**src/rtl/lcg_csa_pkg.sv**
```systemverilog
// Shared types and constants for the carry-save LCG first stage.
// Optional radix-4 mode is selected by CSA_RADIX4_EN.
package lcg_csa_pkg;

    localparam int unsigned WIDTH  = 64;
    localparam int unsigned STEP_W = 7;

    typedef enum logic [1:0] {
        IDLE = 2'd0,
        RUN  = 2'd1,
        DONE = 2'd2
    } state_e;

endpackage : lcg_csa_pkg

```
**src/rtl/lcg_csa_first_stage_csa_row.sv**
```systemverilog
// Combinational WIDTH-bit 3:2 compressor; c_o carries weight 2^(i+1).
module csa_row #(
    parameter int unsigned WIDTH = 64
) (
    input  logic [WIDTH-1:0] x_i,
    input  logic [WIDTH-1:0] y_i,
    input  logic [WIDTH-1:0] z_i,
    output logic [WIDTH-1:0] s_o,
    output logic [WIDTH-1:0] c_o
);

    assign s_o = x_i ^ y_i ^ z_i;
    assign c_o = (x_i & y_i) | (x_i & z_i) | (y_i & z_i);

endmodule : csa_row

```
**src/rtl/lcg_csa_first_stage.sv**
```systemverilog
// Iterative carry-save a*x + c (mod 2^WIDTH) producer with ready/valid on both sides.
// Define CSA_RADIX4_EN to retire two multiplier bits per RUN cycle.
module lcg_csa_first_stage #(
    parameter int unsigned WIDTH = lcg_csa_pkg::WIDTH
) (
    input  logic             clk,
    input  logic             rst_n,
    input  logic             in_valid,
    output logic             in_ready,
    input  logic [WIDTH-1:0] mul_a,
    input  logic [WIDTH-1:0] mul_x,
    input  logic [WIDTH-1:0] inc_c,
    output logic             out_valid,
    input  logic             out_ready,
    output logic [WIDTH-1:0] si,
    output logic [WIDTH-1:0] cy
);

    import lcg_csa_pkg::*;

`ifdef CSA_RADIX4_EN
    localparam int unsigned STEP_INC = 2;
`else
    localparam int unsigned STEP_INC = 1;
`endif
    localparam int unsigned LAST_STEP = WIDTH - STEP_INC;

    state_e              state_q;
    logic [WIDTH-1:0]    a_q;
    logic [WIDTH-1:0]    m_q;
    logic [WIDTH-1:0]    s_q;
    logic [WIDTH-1:0]    c_q;
    logic [STEP_W-1:0]   step_q;
    logic                in_ready_q;
    logic                out_valid_q;

    logic [WIDTH-1:0]    c2;
    logic [WIDTH-1:0]    pp0;
    logic [WIDTH-1:0]    s0;
    logic [WIDTH-1:0]    c0;
    logic [WIDTH-1:0]    s_d;
    logic [WIDTH-1:0]    c_d;
    logic [WIDTH-1:0]    m_d;

    // Carry vector realigned to sum weight; bit WIDTH-1 of C falls off at 2^WIDTH.
    assign c2  = {c_q[WIDTH-2:0], 1'b0};
    assign pp0 = m_q[0] ? (a_q << step_q) : '0;

    csa_row #(.WIDTH(WIDTH)) u_row0 (
        .x_i (s_q),
        .y_i (c2),
        .z_i (pp0),
        .s_o (s0),
        .c_o (c0)
    );

`ifdef CSA_RADIX4_EN
    logic [WIDTH-1:0] pp1;
    logic [WIDTH-1:0] c0_sh;

    assign pp1   = m_q[1] ? (a_q << (step_q + STEP_W'(1))) : '0;
    assign c0_sh = {c0[WIDTH-2:0], 1'b0};

    csa_row #(.WIDTH(WIDTH)) u_row1 (
        .x_i (s0),
        .y_i (c0_sh),
        .z_i (pp1),
        .s_o (s_d),
        .c_o (c_d)
    );

    assign m_d = m_q >> 2;
`else
    assign s_d = s0;
    assign c_d = c0;
    assign m_d = m_q >> 1;
`endif

    // Control FSM and datapath registers.
    always_ff @(posedge clk or negedge rst_n) begin
        if (!rst_n) begin
            state_q     <= IDLE;
            a_q         <= '0;
            m_q         <= '0;
            s_q         <= '0;
            c_q         <= '0;
            step_q      <= '0;
            in_ready_q  <= 1'b1;
            out_valid_q <= 1'b0;
        end else begin
            case (state_q)
                IDLE: begin
                    if (in_valid) begin
                        state_q    <= RUN;
                        a_q        <= mul_a;
                        m_q        <= mul_x;
                        s_q        <= inc_c;
                        c_q        <= '0;
                        step_q     <= '0;
                        in_ready_q <= 1'b0;
                    end
                end
                RUN: begin
                    s_q    <= s_d;
                    c_q    <= c_d;
                    m_q    <= m_d;
                    step_q <= step_q + STEP_W'(STEP_INC);
                    if (step_q == STEP_W'(LAST_STEP)) begin
                        state_q     <= DONE;
                        out_valid_q <= 1'b1;
                    end
                end
                DONE: begin
                    if (out_ready) begin
                        state_q     <= IDLE;
                        out_valid_q <= 1'b0;
                        in_ready_q  <= 1'b1;
                    end
                end
                default: begin
                    state_q     <= IDLE;
                    in_ready_q  <= 1'b1;
                    out_valid_q <= 1'b0;
                end
            endcase
        end
    end

    assign in_ready  = in_ready_q;
    assign out_valid = out_valid_q;
    assign si        = s_q;
    assign cy        = c_q;

endmodule : lcg_csa_first_stage

```
**config.mk**
```make
export PLATFORM = sky130hd
export DESIGN_NAME = lcg_csa_first_stage
export DESIGN_NICKNAME = d
export VERILOG_FILES = /design/src/rtl/lcg_csa_pkg.sv /design/src/rtl/lcg_csa_first_stage_csa_row.sv /design/src/rtl/lcg_csa_first_stage.sv
export SDC_FILE = /design/constraint.sdc
export NUM_CORES = 1
export LEC_CHECK = 0
export ABC_AREA = 1
export BUFFER_PORTS_ARGS = -buffer_cell sky130_fd_sc_hd__buf_2
export CORE_UTILIZATION = 37
export CTS_BUF_LIST = sky130_fd_sc_hd__clkbuf_8
export DETAILED_ROUTE_END_ITERATION = 16
export PLACE_DENSITY_LB_ADDON = 0.3
export SETUP_SLACK_MARGIN = 0.4
export SLEW_MARGIN = 25
export SYNTH_ARGS = -nofsm -noshare
export SYNTH_HDL_FRONTEND = slang
export SYNTH_HIERARCHICAL = 1
export SYNTH_SLANG_ARGS = --single-unit
```
**constraint.sdc**
```tcl
create_clock -name clk -period 2.1 [get_ports clk]
set_input_delay 0.105 -clock clk [delete_from_list [all_inputs] [get_ports clk]]
set_output_delay 0.105 -clock clk [all_outputs]
set_load 0.02 [all_outputs]
```
==> impl_metrics.prom <==
# TYPE chip_impl_metric gauge
chip_impl_metric{name="pin_count_of_the_biggest_net_entering_global_routing",unit=""} 128
chip_impl_metric{name="synthCells",unit=""} 2072
chip_impl_info{name="failing_checks",value="negative setup slack"} 1
chip_impl_info{name="min-delay-path-class",value="input pin to asynchronous set/reset pin"} 1
chip_impl_info{name="timing.rr.start",value="step_q[0]$_DFFE_PN0P_"} 1
chip_impl_metric{name="worstRegToRegCells",unit=""} 14
chip_impl_metric{name="layout-drive-gt1-share",unit=""} 0.315
chip_impl_metric{name="drc",unit=""} 0
chip_impl_metric{name="power.leakage",unit="nW"} 11.7
chip_impl_metric{name="crit_required",unit="ps"} 2620
chip_impl_info{name="synth.largest_area_cell",value="dfrtp_1"} 1
chip_impl_metric{name="timing.slew.headroom",unit=""} 0.600
chip_impl_metric{name="synth_warnings",unit=""} 6
chip_impl_metric{name="global_route.overflow_total",unit=""} 0
chip_impl_metric{name="clock_pin_slew_on_the_worst_setup_and_hold_paths",unit="ps"} 60
chip_impl_metric{name="avgViaCountPerCell",unit=""} 5.32
chip_impl_metric{name="max_freq",unit="GHz"} 0.394
chip_impl_metric{name="peakVddDrop",unit="uV"} 782
chip_impl_info{name="cts_tree",value="done"} 1
chip_impl_metric{name="ys_ff_latch",unit=""} 267
chip_impl_metric{name="drt-wirelength-per-cell",unit="um"} 18.8
chip_impl_metric{name="clock_tree.buffer_depth",unit=""} 3
chip_impl_info{name="rsz_0062_raised_after_global_routing",value="yes"} 1
chip_impl_info{name="criticalPathCategory",value="register to register"} 1
chip_impl_metric{name="reg2reg_setup_slack",unit="ps"} -440
chip_impl_metric{name="finalCritPeriodShare",unit=""} 1.21
chip_impl_metric{name="synth-seq-area-share",unit=""} 0.410
chip_impl_metric{name="global_route.usage.total",unit=""} 0.270
chip_impl_metric{name="synth_edf_count",unit=""} 0
chip_impl_metric{name="postSynthNetCount",unit=""} 2333
chip_impl_metric{name="numClockSinks",unit=""} 267
chip_impl_metric{name="route.final.wire_length",unit="um"} 61000
chip_impl_info{name="most_common_cell_after_layout_fill_and_taps_aside",value="nand2_1"} 1
chip_impl_metric{name="max-cap-violations",unit=""} 0
chip_impl_metric{name="die_y",unit="um"} 212
chip_impl_metric{name="first_pass_grt_wire_length",unit="um"} 95300
chip_impl_metric{name="portBuffers",unit=""} 325
chip_impl_metric{name="grt_use_met2",unit=""} 0.450
chip_impl_metric{name="grt_pass1_vias",unit=""} 17300
chip_impl_info{name="yosys_most_used_dff",value="dfrtp_1"} 1
chip_impl_metric{name="vias",unit=""} 17300
chip_impl_metric{name="power_density",unit="nW/um^2"} 1900
chip_impl_metric{name="post_synth_instance_area",unit="um^2"} 16300
chip_impl_metric{name="die_width",unit="um"} 212
chip_impl_metric{name="grt.met1_usage",unit=""} 0.349
chip_impl_metric{name="drt_pre_antenna_iters",unit=""} 8
chip_impl_metric{name="setup-tns-final",unit="ps"} -30180
chip_impl_metric{name="floorplan.die_area",unit="um^2"} 44900
chip_impl_metric{name="initial_core_util",unit=""} 0.376
chip_impl_info{name="worst_setup_path_endpoint",value="si[63]$_DFFE_PN0P_"} 1
chip_impl_metric{name="slew_violations",unit=""} 0
chip_impl_info{name="worst_setup_path_startpoint",value="step_q[0]$_DFFE_PN0P_"} 1
chip_impl_metric{name="area_growth_syn_to_layout",unit="%"} 45.5
chip_impl_metric{name="grt_use_met3",unit=""} 0.0449
chip_impl_metric{name="floorplan.io_pins",unit=""} 326
chip_impl_info{name="critical_path.startpoint_type",value="register"} 1
chip_impl_metric{name="ys_async_sr_fraction",unit=""} 1.00
chip_impl_metric{name="cts_max_level",unit=""} 2
chip_impl_metric{name="gp_routability_congestion",unit=""} 0.999
chip_impl_metric{name="finish.net_count",unit=""} 2886
chip_impl_metric{name="initialDrtViolationCount",unit=""} 1547
chip_impl_metric{name="syn_area_per_cell",unit="um^2"} 7.86
chip_impl_info{name="cts_root_buf",value="clkbuf_8"} 1
chip_impl_metric{name="portion_of_synthesized_cell_area_occupied_by_the_leading_cell_type",unit=""} 0.409
chip_impl_info{name="synth.top_cells.by_area",value="dfrtp_1, nand2_1, nand3_1"} 1
chip_impl_info{name="worst_r2r_endpoint",value="si[63]$_DFFE_PN0P_"} 1
chip_impl_metric{name="cts_buffers",unit=""} 48
chip_impl_metric{name="layout_setup_ws",unit="ps"} -439
chip_impl_metric{name="final_period_minus_worst_setup_slack",unit="ps"} 2540
chip_impl_metric{name="fp.coreArea",unit="um^2"} 43300
chip_impl_info{name="crit_path_end_kind",value="register"} 1
chip_impl_metric{name="worstPathArrival",unit="ps"} 3060
chip_impl_metric{name="clock_skew",unit="ps"} 35.2
chip_impl_metric{name="detailed_place_hpwl",unit="um"} 41400
chip_impl_metric{name="critPathMaxFanout",unit=""} 28
chip_impl_info{name="status",value="finished, violations left"} 1
chip_impl_metric{name="utilization",unit=""} 0.547
chip_impl_metric{name="antenna_found_initial",unit=""} 1
chip_impl_metric{name="worstSkewPairLatency",unit="ps"} 630
chip_impl_metric{name="final_hold_viol_count",unit=""} 0
chip_impl_metric{name="report.final.setup_viol",unit=""} 123
chip_impl_info{name="final_cell_mix",value="nand2_1, buf_2, nand3_1"} 1
chip_impl_metric{name="yosysUniqueCellTypes",unit=""} 35
chip_impl_info{name="global_route.peak_usage_layer",value="met2"} 1
chip_impl_metric{name="num_rows",unit=""} 76
chip_impl_metric{name="ant_nets",unit=""} 0
chip_impl_metric{name="tightest_slew",unit="ps"} 600
## power breakdown
| part | leakage [nW] | internal (mW) | switching (mW) |
|---|---|---|---|
| clock | 0.598 | 3.28 | 2.37 |
| sequential | 3.26 | 7.73 | 2.42 |
| combinational | 7.87 | 11.5 | 17.7 |
## what timing repair did
action / CTS / global route
gates cloned: 4 / 1
setup buffers: 6 / 2
endpoints found under the setup margin: 154 / 193
hold endpoints to repair: 462 / 0
hold buffers: 196 / 0
gates resized for setup: 105 / 94
pin swaps: 25 / 9
## Yosys cell counts, drive strengths merged (7+ instances only)
master  count
inv        85
nand2     637
o21ai      13
nor2      162
fa         64
nor3       12
o31ai      64
clkbuf     46
a22o       65
o22ai      64
nand4       7
dfrtp     266
a21oi      66
buf       110
nand3     399
## through the flow
stage	hold slack [ps]	total power [mW]	instance area (um^2)	worst slack (ps)	std cells
global route	144	48.5	23700	-589	3246
floorplan	-191	27.3	16800	-33.8	2072
detailed placement	-76.0	36.1	19700	-503	2951
global placement	-75.0	35.5	19700	-476	2951
CTS	116	43.8	23300	-445	3242
finish	99.4	45.0	23700	-439	3246
## logic make-up (layout without fill, tap and decap cells)
kind of cell / Yosys count / count (layout) / share of synthesized area
other cells: 1 / 2 / 0.000230
flops: 267 / 267 / 0.410
buf+inv: 241 / 829 / 0.0717
simple gates: 1221 / 1221 / 0.320
compound gates: 275 / 275 / 0.117
fa+ha+maj: 65 / 65 / 0.0795
xor+xnor: 2 / 2 / 0.00108
## state kept, by name, indices dropped and copies added, names as in the netlist
name	cells
in_ready	1
step_q	7
a_q	64
m_q	64
si	64
out_valid	1
cy	64
state_q	2
## critical path, cell delays in order (launching register included)
cell     delay (ps)
dfrtp_2         470
inv_8           120
buf_4           150
nand2_1          80
nand3_1         110
nand3_2         110
buf_4           110
nand3_2          80
nand3_2         110
nand2_1          90
nand2_1         100
nand2_2          80
fa_1            500
nor2_1           50
o31ai_1         280
## how the worst min path moves through the flow
stage	start	endpoint	slack, ps	depth (start not counted)
floorplan	rst_n	a_q[0]$_DFFE_PN0P_	-190	0
CTS	rst_n	a_q[26]$_DFFE_PN0P_	120	3
global placement	rst_n	a_q[11]$_DFFE_PN0P_	-70	1
detailed placement	rst_n	a_q[11]$_DFFE_PN0P_	-80	1
global route	rst_n	a_q[20]$_DFFE_PN0P_	140	3
finish	rst_n	step_q[0]$_DFFE_PN0P_	100	3
## layer usage
layer | wire (um) | share of wire
met5 | 0 | 0
met4 | 2270 | 0.037
met3 | 3690 | 0.061
met2 | 29600 | 0.49
met1 | 25400 | 0.42
## cell type report
| cell class | count | area [um^2] |
|---|---|---|
| timing repair buffer | 659 | 5190 |
| clock buffer | 62 | 853 |
| antenna | 1 | 2.50 |
| multi-input combinational | 1564 | 9630 |
| inverter | 85 | 337 |
| clock inverter | 23 | 248 |
| fill | 3919 | 19600 |
| sequential | 267 | 6690 |
| tap | 585 | 732 |
Power figures use the tool's default switching activity.
